### config.mk
export PLATFORM = sky130hd
export DESIGN_NAME = uart_tx_engine
export DESIGN_NICKNAME = d
export VERILOG_FILES = /design/src/rtl/uart_tx_engine.sv
export SDC_FILE = /design/constraint.sdc
export NUM_CORES = 1
export LEC_CHECK = 0
export BUFFER_PORTS_ARGS = -buffer_cell sky130_fd_sc_hd__buf_2
export CORE_UTILIZATION = 40
export CTS_BUF_LIST = sky130_fd_sc_hd__clkbuf_16
export DETAILED_ROUTE_END_ITERATION = 6
export GPL_TIMING_DRIVEN = 0
export PLACE_DENSITY = 0.6
export SETUP_SLACK_MARGIN = 0.2
export SYNTH_ARGS = -nofsm -noshare
export SYNTH_HDL_FRONTEND = slang
export SYNTH_SLANG_ARGS = --single-unit
### constraint.sdc
create_clock -name HCLK -period 8.7 [get_ports HCLK]
set_input_delay 1.305 -clock HCLK [delete_from_list [all_inputs] [get_ports HCLK]]
set_output_delay 1.305 -clock HCLK [all_outputs]
set_load 0.03 [all_outputs]
### src/rtl/uart_tx_engine.sv
`timescale 1ns/1ps
// uart_tx_engine: TX FIFO feeding a UART frame serialiser (start/data/parity/stop).
// Define UART_TX_PARITY_EN to build the parity bit stage; otherwise parity inputs are ignored.
module uart_tx_engine #(
   parameter int FIFO_DEPTH = 16,
   parameter int DIV_W      = 16
) (
   input  logic                          HCLK,
   input  logic                          HRESETn,
   input  logic                          wr_en_i,
   input  logic [7:0]                    wr_data_i,
   input  logic [1:0]                    data_bits_i,
   input  logic                          stop_bits_i,
   input  logic                          parity_en_i,
   input  logic                          parity_even_i,
   input  logic [DIV_W-1:0]              baud_div_i,
   input  logic                          fifo_clr_i,
   output logic                          tx_o,
   output logic                          tx_busy_o,
   output logic                          fifo_empty_o,
   output logic                          fifo_full_o,
   output logic [$clog2(FIFO_DEPTH):0]   fifo_count_o,
   output logic                          ovf_o
);

   localparam int AW = $clog2(FIFO_DEPTH);
   localparam int CW = AW + 1;

   typedef enum logic [2:0] {
      IDLE,
      START,
      DATA,
`ifdef UART_TX_PARITY_EN
      PARITY,
`endif
      STOP
   } state_t;

   logic [7:0]       mem [FIFO_DEPTH];
   logic [AW-1:0]    wr_ptr;
   logic [AW-1:0]    rd_ptr;
   logic [CW-1:0]    count_nxt;
   logic             push;
   logic             pop;

   state_t           state;
   logic [DIV_W-1:0] timer;
   logic [DIV_W-1:0] div_last;
   logic [7:0]       shreg;
   logic [2:0]       bit_idx;
   logic [1:0]       dbits;
   logic             stop2;
   logic             tick;
   logic             last_stop;
   logic             last_data;

`ifdef UART_TX_PARITY_EN
   logic             par;
   logic             par_en;
   logic             par_even;
`else
   logic             unused;
   assign unused = ^{parity_en_i, parity_even_i};
`endif

   assign push      = wr_en_i && !fifo_full_o && !fifo_clr_i;
   assign tick      = (timer == div_last);
   assign last_stop = !stop2 || bit_idx[0];
   assign last_data = (bit_idx == ({1'b0, dbits} + 3'd4));

   // Popping only ever happens on a frame boundary; empty is the registered flag.
   always_comb begin
      pop = 1'b0;
      if (!fifo_empty_o) begin
         if (state == IDLE)
            pop = 1'b1;
         else if (state == STOP && tick && last_stop)
            pop = 1'b1;
      end
   end

   always_comb begin
      count_nxt = fifo_count_o;
      if (fifo_clr_i)
         count_nxt = '0;
      else
         count_nxt = fifo_count_o + CW'(push) - CW'(pop);
   end

   always_ff @(posedge HCLK) begin
      if (push)
         mem[wr_ptr] <= wr_data_i;
   end

   always_ff @(posedge HCLK or negedge HRESETn) begin
      if (!HRESETn) begin
         wr_ptr       <= '0;
         rd_ptr       <= '0;
         fifo_count_o <= '0;
         fifo_empty_o <= 1'b1;
         fifo_full_o  <= 1'b0;
         ovf_o        <= 1'b0;
      end else begin
         ovf_o        <= wr_en_i && fifo_full_o && !fifo_clr_i;
         fifo_count_o <= count_nxt;
         fifo_empty_o <= (count_nxt == '0);
         fifo_full_o  <= (count_nxt == CW'(FIFO_DEPTH));
         if (fifo_clr_i) begin
            wr_ptr <= '0;
            rd_ptr <= '0;
         end else begin
            if (push)
               wr_ptr <= wr_ptr + 1'b1;
            if (pop)
               rd_ptr <= rd_ptr + 1'b1;
         end
      end
   end

   always_ff @(posedge HCLK or negedge HRESETn) begin
      if (!HRESETn) begin
         state     <= IDLE;
         tx_o      <= 1'b1;
         tx_busy_o <= 1'b0;
         timer     <= '0;
         div_last  <= '0;
         shreg     <= '0;
         bit_idx   <= '0;
         dbits     <= '0;
         stop2     <= 1'b0;
`ifdef UART_TX_PARITY_EN
         par       <= 1'b0;
         par_en    <= 1'b0;
         par_even  <= 1'b0;
`endif
      end else if (pop) begin
         // Frame settings are frozen here; later input changes wait for the next frame.
         state     <= START;
         tx_o      <= 1'b0;
         tx_busy_o <= 1'b1;
         timer     <= '0;
         div_last  <= (baud_div_i == '0) ? '0 : baud_div_i - 1'b1;
         shreg     <= mem[rd_ptr];
         bit_idx   <= '0;
         dbits     <= data_bits_i;
         stop2     <= stop_bits_i;
`ifdef UART_TX_PARITY_EN
         par       <= 1'b0;
         par_en    <= parity_en_i;
         par_even  <= parity_even_i;
`endif
      end else begin
         if (state != IDLE)
            timer <= tick ? '0 : timer + 1'b1;
         unique case (state)
            IDLE: begin
               tx_o <= 1'b1;
            end
            START: begin
               if (tick) begin
                  state <= DATA;
                  tx_o  <= shreg[0];
                  shreg <= shreg >> 1;
`ifdef UART_TX_PARITY_EN
                  par   <= par ^ shreg[0];
`endif
               end
            end
            DATA: begin
               if (tick && !last_data) begin
                  bit_idx <= bit_idx + 1'b1;
                  tx_o    <= shreg[0];
                  shreg   <= shreg >> 1;
`ifdef UART_TX_PARITY_EN
                  par     <= par ^ shreg[0];
`endif
               end else if (tick) begin
`ifdef UART_TX_PARITY_EN
                  if (par_en) begin
                     state <= PARITY;
                     tx_o  <= par ^ ~par_even;
                  end else
`endif
                  begin
                     state   <= STOP;
                     tx_o    <= 1'b1;
                     bit_idx <= '0;
                  end
               end
            end
`ifdef UART_TX_PARITY_EN
            PARITY: begin
               if (tick) begin
                  state   <= STOP;
                  tx_o    <= 1'b1;
                  bit_idx <= '0;
               end
            end
`endif
            STOP: begin
               if (tick && last_stop) begin
                  state     <= IDLE;
                  tx_busy_o <= 1'b0;
               end else if (tick) begin
                  bit_idx <= 3'd1;
               end
            end
            default: begin
               state <= IDLE;
               tx_o  <= 1'b1;
            end
         endcase
      end
   end

endmodule
Word level (Yosys, flattened, before mapping)
Memories as Yosys holds them, arrays and structs flattened.
Index checks and enable logic that the tools add are counted.
Word-level totals
  RAM bits: 128
  register bits after elaboration: 67
  word-level logic and storage cells: 107
  memories: 1
  input port bits: 33
  output and inout bits: 10
Memories
  mem: depth 16, bits a word 8, rd ports 1, clocked after memory_dff 0, wr ports 1, RTL line 39  | logic [7:0] mem [FIFO_DEPTH];
Cells by class
  add/sub/neg operators: 8
  multiplexer cells: 38
  reduce and logical (&&, ||, !) cells: 29
  equal/unequal tests: 16
Operators with widths (number)
  $mux W16: 4
  $mux W3: 10
  $mux W8: 3
  $ne A3 B3 Y1 const B: 6
  $add A16 B1 Y16 const B: 1
  $eq A16 B16 Y1: 1
  $logic_not A16 Y1: 1
  $mux W4: 4
  $pmux W8 S2: 1
  $sub A16 B1 Y16 const B: 1
  $mux W1: 12
  $pmux W3 S4: 1
  $reduce_bool A2 Y1: 5
  $reduce_bool A3 Y1: 3
  $add A4 B1 Y4 const B: 2
  $logic_and A1 B1 Y1: 8
  $eq A3 B2 Y1 const B: 2
  $pmux W3 S2: 1
  $reduce_and A3 Y1: 2
  $add A5 B1 Y5: 1
  $eq A5 B5 Y1 const B: 1
  $logic_not A5 Y1: 1
  $mux W5: 1
  $reduce_and A5 Y1: 1
  other kinds (14): 18

Longest topological paths before layout
Gate-level depths: netlist of run 1.
  word-level depth: 9
  depth in mapped cells: 18
  mapped depth without buffers: 17

Least setup slack after synthesis of run 1
Ideal clock, no wire load.
  kind: input to register
  start point: in fifo_clr_i
  end point: reg fifo_full_o
  required time: 8.614 ns
  path buffers: 0
  setup time: 0.086 ns
  arrival time: 3.505 ns
  path slack: 5.108 ns
  cell stages on the path: 11
  cells stage by stage: nor3b_1 -> inv_1 -> ha_1 -> inv_1 -> ha_1 -> inv_1 -> fa_1 -> xor2_1 -> nor2_1 -> or4_1 -> nor3_1
Between the ends
  longest elaborated chain between the ends: 6
Ends and longest elaborated chain
  start: declaration: RTL line 17  | input logic fifo_clr_i,
  $logic_not A1 Y1: RTL line 66  | assign push = wr_en_i && !fifo_full_o && !fifo_clr_i;
  $logic_and A1 B1 Y1: RTL line 66
  $add A5 B1 Y5: RTL line 87  | count_nxt = fifo_count_o + CW'(push) - CW'(pop);
  $sub A5 B1 Y5: RTL line 87
  $mux W5 *: RTL line 84  | if (fifo_clr_i)
  net count_nxt[2]: RTL line 42  | logic [CW-1:0] count_nxt;
  $eq A5 B5 Y1 *: RTL line 107  | fifo_full_o <= (count_nxt == CW'(FIFO_DEPTH));
  end signal: assignment: RTL line 107
  end: declaration: RTL line 21  | output logic fifo_full_o,
The timed path passes the listed nets; every way through them passes the cells marked *.
A chain may end at the register's enable or synchronous reset.

Worst setup path in the final report of run 1
  start point: reg state[0]
  end point: reg fifo_full_o
Between the ends
  longest elaborated chain between the ends: 9
  elaborated cells on any way between the ends: 10
  those cells by class: 1 x add/sub; 2 x eq/ne; 4 x mux; 3 x reduce/logical
Ends and longest elaborated chain
  start: declaration: RTL line 46  | state_t state;
  start signal: assignment: RTL line 122  | state <= IDLE;
  start signal: assignment: RTL line 138  | state <= START;
  start signal: assignment: RTL line 161  | state <= DATA;
  $eq A3 B2 Y1: RTL line 77  | else if (state == STOP && tick && last_stop)
  $logic_and A1 B1 Y1 (2 in a row): RTL line 77
  $mux W1: RTL line 77
  $mux W1 *: RTL line 75  | if (state == IDLE)
  $mux W1 *: RTL line 74  | if (!fifo_empty_o) begin
  net pop: RTL line 44  | logic pop;
  $sub A5 B1 Y5 *: RTL line 87
  $mux W5 *: RTL line 84
  net count_nxt[2]: RTL line 42
  $eq A5 B5 Y1 *: RTL line 107
Marked as above.

==> results of run 1 <==
[final timing paths]
| check | slack, ns | cells after the start | end | startpoint |
|---|---|---|---|---|
| setup / recovery | 4.48 | 16 | fifo_full_o$_DFF_PN0_ | state[0]$_DFFE_PN0P_ |
| hold / removal | 0.49 | 2 | tx_busy_o$_DFFE_PN0P_ | tx_busy_o$_DFFE_PN0P_ |
| setup reg to reg | 4.48 | 16 | fifo_full_o$_DFF_PN0_ | state[0]$_DFFE_PN0P_ |
| hold reg to reg | 0.49 | 2 | tx_busy_o$_DFFE_PN0P_ | tx_busy_o$_DFFE_PN0P_ |
| max in group asynchronous | 7.17 | 1 | shreg[6]$_DFFE_PN0P_ | HRESETn |
| min in group asynchronous | 0.99 | 1 | ovf_o$_DFF_PN0_ | HRESETn |
[worst reg2reg max path, cell delays in order (launching register included)]
cell and delay [ns]:
dfrtp_1 0.41, inv_1 0.12, ha_1 0.26, inv_1 0.12
nor2_1 0.58, a21oi_1 0.23, inv_2 0.24, buf_2 0.30
ha_1 0.28, inv_1 0.05, ha_1 0.15, inv_1 0.06
fa_1 0.40, xor2_1 0.17, nor2_1 0.06, or4_1 0.55
nor3_1 0.16
[cell type report]
cell class,count,share of cell area [%]
plain buffers,25,1.268
clock buffers,17,4.356
clock inverters,15,1.678
inverters,19,0.7303
multi-input cells,370,30.07
flip-flops and latches,194,56.30
well taps,275,3.523
repair buffers,40,2.076
[state kept, by name, indices dropped and copies added (netlist names), 2 cells and up]
register,cells
div_last,16
mem,128
bit_idx,3
dbits,2
rd_ptr,4
state,2
fifo_count_o,5
wr_ptr,4
timer,16
shreg,8
[through the flow]
stage / instances / hold WS [ns] / setup WS, ns / power [uW]
after floorplan: 608 / 0.4398 / 5.108 / 1766
after global placement: 923 / 0.4592 / 4.544 / 1961
after detailed placement: 923 / 0.4837 / 4.504 / 1981
after CTS: 955 / 0.5001 / 4.463 / 2745
after global routing: 955 / 0.5241 / 4.097 / 2874
final: 955 / 0.4890 / 4.480 / 2719
[logic make-up after synthesis]
kind of cell	synth area share, %
DFF	63.78
buffers and inverters	2.264
muxes	11.76
and+or+nand+nor	10.15
xor gates and xnor gates	4.268
AOI/OAI and AO/OA	5.081
adders and majority gates	2.700
[Yosys cell counts, drive strengths merged, types with 2 or more instances]
master	number
a21o	4
a21oi	14
a22o	2
a31oi	2
and3	6
buf	14
clkbuf	11
dfrtp	64
dfstp	2
edfxtp	128
ha	17
inv	19
mux2	2
mux2i	9
mux4	40
nand2	71
nand2b	4
nand3	12
nand4	7
nor2	49
nor2b	3
nor3	18
nor3b	3
nor4	6
o21ai	27
o31ai	14
or3	3
or4	3
xnor2	29
xor2	13
[layout by cell type (no fill, tap or decap), drive strengths merged, types with 18 or more instances in the layout]
cell type and instances:
buf 54, clkbuf 28, dfrtp 64, edfxtp 128, inv 25, mux4 40, nand2 71, nor2 49
nor3 18, o21ai 27, xnor2 29
[report_power, final]
group	internal [uW]	total, uW	switching [uW]
Clock	385	763	379
Combinational	340	780	440
Sequential	1090	1180	80.7
[routing by layer]
metal  vias up  part of all wire (%)  global-route usage [%]
met5         -                     0                       0
met4         0                   1.1                   4.898
met3        16                   3.9                   3.456
met2       125                    50                   28.79
met1      2576                    45                   22.54
li1       2372                     -                       -
==> flow_summary_export.csv, run 1 <==
group,metric,value,unit
cells_and_area,syn2layout_area_growth,13.30,%
sta,drv_slew,0,
critical_path,critPathLaunchType,"register",
floorplanning,dieHeight,148.8,um
yosys,synth_nets,659,
sta,timing.setup.tns,0,ns
place,dp_hpwl,12.49,mm
place,placed_area,0.009166,mm^2
yosys,netlist_instances,608,
cells_and_area,layout-drive-gt1-share,20.15,%
yosys,synth.avg_cell_area,14.18,um^2
cells_and_area,final_util,46.31,%
routing,postRouteAntennaNets,0,
sta,fmax,236.9,MHz
cells_and_area,regArea,0.005498,mm^2
routing,drt_iter0_drc,291,
grt,overflow,0,
yosys,ys_ff_latch,194,
routing,routedWlPerCell,18.58,um
clocking,clock-root-buffer,"clkbuf_16",
sta,rsz0062_at_grt,"false",
sta,finalHoldViolations,0,
clocking,cts_resized,0,
grt,grt_max_degree,67,
pwr,p_per_area,278.4,mW/mm^2
grt,antenna_found_initial,0,
critical_path,crit_buf_inv,6,
yosys,synth.top_cell.area_share,44.59,%
floorplanning,start_util,40.87,%
flow_run,cap_violations,0,
yosys,ys.flop_type,"edfxtp_1",
yosys,yosys.area.top_type,"edfxtp_1",
clocking,cts-buffers-inserted,17,
routing,via_per_inst,5.329,
grt,grtUsageTotal,17.12,%
yosys,yosysSeqAreaShare,63.78,%
critical_path,critical_path.top_delay_family,"simple AND/OR/NAND/NOR gates",
clocking,clk_latency,0.44,ns
clocking,cts_tree,"built",
floorplanning,die_area,0.02214,mm^2
cells_and_area,insertedDiodeCount,0,
hold_path,min_path_type,"reg -> reg",
critical_path,worstSetupEndpointType,"register",
yosys,async_flop_share,34.02,%
pwr,power_leakage,0.003579,uW
sta,period_needed,4.220,ns
place,globalplace.congestion,0.8564,
yosys,ys.warnings.count,0,
clocking,clock_path_buffers,2,
routing,firstDrtPassIters,4,
cells_and_area,multi_input_area,0.002937,mm^2
critical_path,worstPathRequired,9.04,ns
sta,relSlewSlack,11.05,%
routing,drc,0,
grt,grt_pass1_vias,5218,
pwr,ir_drop,0.0001194,V
grt,grt_pass1_wl,28.32,mm
yosys,ys_types,50,
cells_and_area,fillCellCount,1862,
place,port_buffers,40,
critical_path,worstPathArrival,4.56,ns
critical_path,path_cells,"inv_1 > ha_1 > inv_1 > nor2_1 > a21oi_1 > inv_2 > buf_2 > ha_1 > inv_1 > ha_1 > inv_1 > fa_1 > xor2_1 > nor2_1 > or4_1 > nor3_1",
routing,routed_wl,17.74,mm
routing,vias,5089,
clocking,htree_levels,4,
critical_path,critPathSlowestCell,"nor2_1",
floorplanning,core_area,0.02109,mm^2
yosys,synth_area_leaders,"edfxtp_1 (45%), dfrtp_1 (19%), mux4_2 (10%)",
floorplanning,ios,43,
outcome,status,"complete, no violations",
sta,skew,0.01774,ns
critical_path,crit_fanout,10,
cells_and_area,final_area,0.009766,mm^2
cells_and_area,nets,718,
critical_path,path_class,"reg -> reg",
clocking,clk_pin_slew,0.07,ns
yosys,syn_area,0.008620,mm^2
clocking,cts.sinks,194,
floorplanning,num_rows,53,
critical_path,slowest_delay,0.58,ns
sta,setup_viol,0,
floorplanning,fp.dieW,148.8,um
critical_path,cp_common_cell,"inv_1",
sta,worst_pin_slew,1.324,ns
yosys,synth_edf_count,128,
sta,fin_crit_sh,48.51,%
clocking,cts_setup_buffers,0,
clocking,holdBufCountCts,0,
Note: power is estimated with default switching activity, not from simulation.
==> run 2, diff against run 1 <==
==> constraint.sdc (replaced) <==
create_clock -name HCLK -period 4.4 [get_ports HCLK]
set_input_delay 0.66 -clock HCLK [delete_from_list [all_inputs] [get_ports HCLK]]
set_output_delay 0.66 -clock HCLK [all_outputs]
set_load 0.03 [all_outputs]
==> run 2 against run 1 <==
Against the previous run: first-iteration DRC count decreased by 3.8%; sequential share of layout area decreased by 0.11 points; global-route usage unchanged; critical path depth decreased by 1; fmax increased by 9.2%; design area increased by 0.19%; flip-flop and latch count unchanged; combinational power increased by 99%; clock power increased by 98%; critical path type unchanged.
==> flow_summary_export.csv, run 2 (synthesis results as in run 1) <==
group,metric,value,unit
grt,grt_max_degree,67,
floorplanning,dieHeight,148.8,um
critical_path,reg2reg_slack,0.54,ns
clocking,cts_setup_buffers,0,
place,port_buffers,40,
critical_path,critPathLaunchType,"register",
cells_and_area,insertedDiodeCount,0,
critical_path,r2r-end,"fifo_full_o$_DFF_PN0_",
place,dp_hpwl,12.49,mm
grt,grt_pass1_wl,28.32,mm
floorplanning,die_area,0.02214,mm^2
cells_and_area,final_cell_mix,"edfxtp_1 (128), nand2_1 (71), dfrtp_1 (64), nor2_1 (48), buf_2 (46)",
routing,via_per_inst,5.292,
sta,drv_slew,0,
hold_path,min_path_type,"in -> async",
cells_and_area,syn2layout_area_growth,13.51,%
pwr,power_leakage,0.003590,uW
routing,drc,0,
clocking,htree_levels,4,
routing,vias,5054,
routing,drt_iter0_drc,280,
critical_path,path_class,"reg -> reg",
clocking,holdBufCountCts,0,
clocking,clk_latency,0.44,ns
cells_and_area,nets,718,
clocking,clk_pin_slew,0.08,ns
cells_and_area,layout-drive-gt1-share,20.29,%
critical_path,timing.critical_path.to,"fifo_full_o$_DFF_PN0_",
place,globalplace.congestion,0.8564,
critical_path,crit_fanout,10,
critical_path,worstSetupEndpointType,"register",
routing,postRouteAntennaNets,0,
clocking,clock-root-buffer,"clkbuf_16",
routing,firstDrtPassIters,4,
pwr,p_per_area,550.7,mW/mm^2
floorplanning,core_area,0.02109,mm^2
floorplanning,num_rows,53,
cells_and_area,final_common_cell,"edfxtp_1",
grt,overflow,0,
cells_and_area,fillCellCount,1865,
clocking,cts_tree,"built",
grt,grt_pass1_vias,5218,
sta,relSlewSlack,6.081,%
sta,rsz0062_at_grt,"false",
sta,fmax,258.8,MHz
pwr,ir_drop,0.0002376,V
sta,skew,0.01777,ns
grt,grtUsageTotal,17.12,%
place,pre_cts_slack,0.2038,ns
sta,finalHoldViolations,0,
critical_path,reg2reg_depth,15,
critical_path,worstPathRequired,4.74,ns
critical_path,worstPathArrival,4.20,ns
sta,worst_pin_slew,1.398,ns
cells_and_area,largest_register,"mem",
clocking,cts-buffers-inserted,17,
sta,timing.setup.tns,0,ns
critical_path,r2r_start,"timer[11]$_DFFE_PN0N_",
floorplanning,ios,43,
floorplanning,start_util,40.87,%
flow_run,cap_violations,0,
routing,routedWlPerCell,18.53,um
sta,setup_viol,0,
grt,antenna_found_initial,0,
outcome,status,"complete, no violations",
critical_path,worstSetupStartpoint,"timer[11]$_DFFE_PN0N_",
clocking,clock_path_buffers,2,
cells_and_area,largest_reg_flops,128,
routing,routed_wl,17.69,mm
sta,period_needed,3.865,ns
cells_and_area,reg.largest.list,"mem (128), div_last (16), timer (16)",
sta,fin_ws,0.5353,ns
clocking,cts.sinks,194,
sta,fin_crit_sh,87.83,%
floorplanning,fp.dieW,148.8,um
-- run 2: changes by cell type in the layout (fill, tap and decap cells not counted), sizes merged --
cell / delta
buf: -1
clkbuf: +1
-- run 2: through the flow --
step           hold slack, ns  cells  cell area [um^2]  utilization [%]  power, uW
6_report               0.3434    955              9784            46.40       5389
3_5_place_dp           0.4837    923              9166            43.47       3918
3_3_place_gp           0.4592    923              9164            43.46       3877
4_1_cts                0.3642    955              9758            46.27       5431
2_1_floorplan          0.3644    608              8620                -       3493
5_1_grt                0.3984    955              9784            46.40       5699
-- run 2: worst min path at each step --
| stage | to | slack [ns] | cells after the start |
|---|---|---|---|
| 3_3_place_gp | tx_busy_o$_DFFE_PN0P_ | 0.46 | 2 |
| 5_1_grt | ovf_o$_DFF_PN0_ | 0.40 | 1 |
| 6_report | ovf_o$_DFF_PN0_ | 0.34 | 1 |
| 2_1_floorplan | bit_idx[0]$_DFFE_PN0P_ | 0.36 | 0 |
| 3_5_place_dp | tx_busy_o$_DFFE_PN0P_ | 0.48 | 2 |
| 4_1_cts | ovf_o$_DFF_PN0_ | 0.36 | 1 |
-- run 2: metal layers --
| metal | up-vias | share of wire [%] | global-route usage (%) |
|---|---|---|---|
| li1 | 2373 | - | - |
| met1 | 2566 | 45 | 22.54 |
| met2 | 100 | 50 | 28.79 |
| met3 | 15 | 3.8 | 3.456 |
| met4 | 0 | 0.94 | 4.898 |
| met5 | - | 0 | 0 |
-- run 2: what timing repair did --
action,CTS,global route
cloned,0,0
gates resized for setup,1,3
setup endpoints to repair,1,2
-- run 2: worst max-delay path, cell delays in order, from the launching register on --
cell	delay (ns)
dfrtp_1	0.45
xnor2_1	0.17
nand4_1	0.16
nor4_4	0.42
a21oi_1	0.22
inv_2	0.22
clkbuf_4	0.27
ha_1	0.25
inv_1	0.05
ha_1	0.15
inv_1	0.06
fa_1	0.40
xor2_1	0.17
nor2_1	0.06
or4_1	0.55
nor3_1	0.16
-- run 2: layout make-up --
type / count / area (um^2) / area share, %
flip-flops and latches: 194 / 5498 / 56.19
clock buffers: 17 / 425.4 / 4.348
plain buffers: 25 / 126.4 / 1.292
clock inverters: 15 / 163.9 / 1.675
multi-input cells: 370 / 2953 / 30.18
well taps: 275 / 344.1 / 3.517
inverters: 19 / 71.32 / 0.7289
repair buffers: 40 / 202.7 / 2.072
-- run 2: power breakdown --
group	total (uW)	internal (uW)	switching, uW
Sequential	2330	2170	161
Clock	1510	761	748
Combinational	1550	678	876
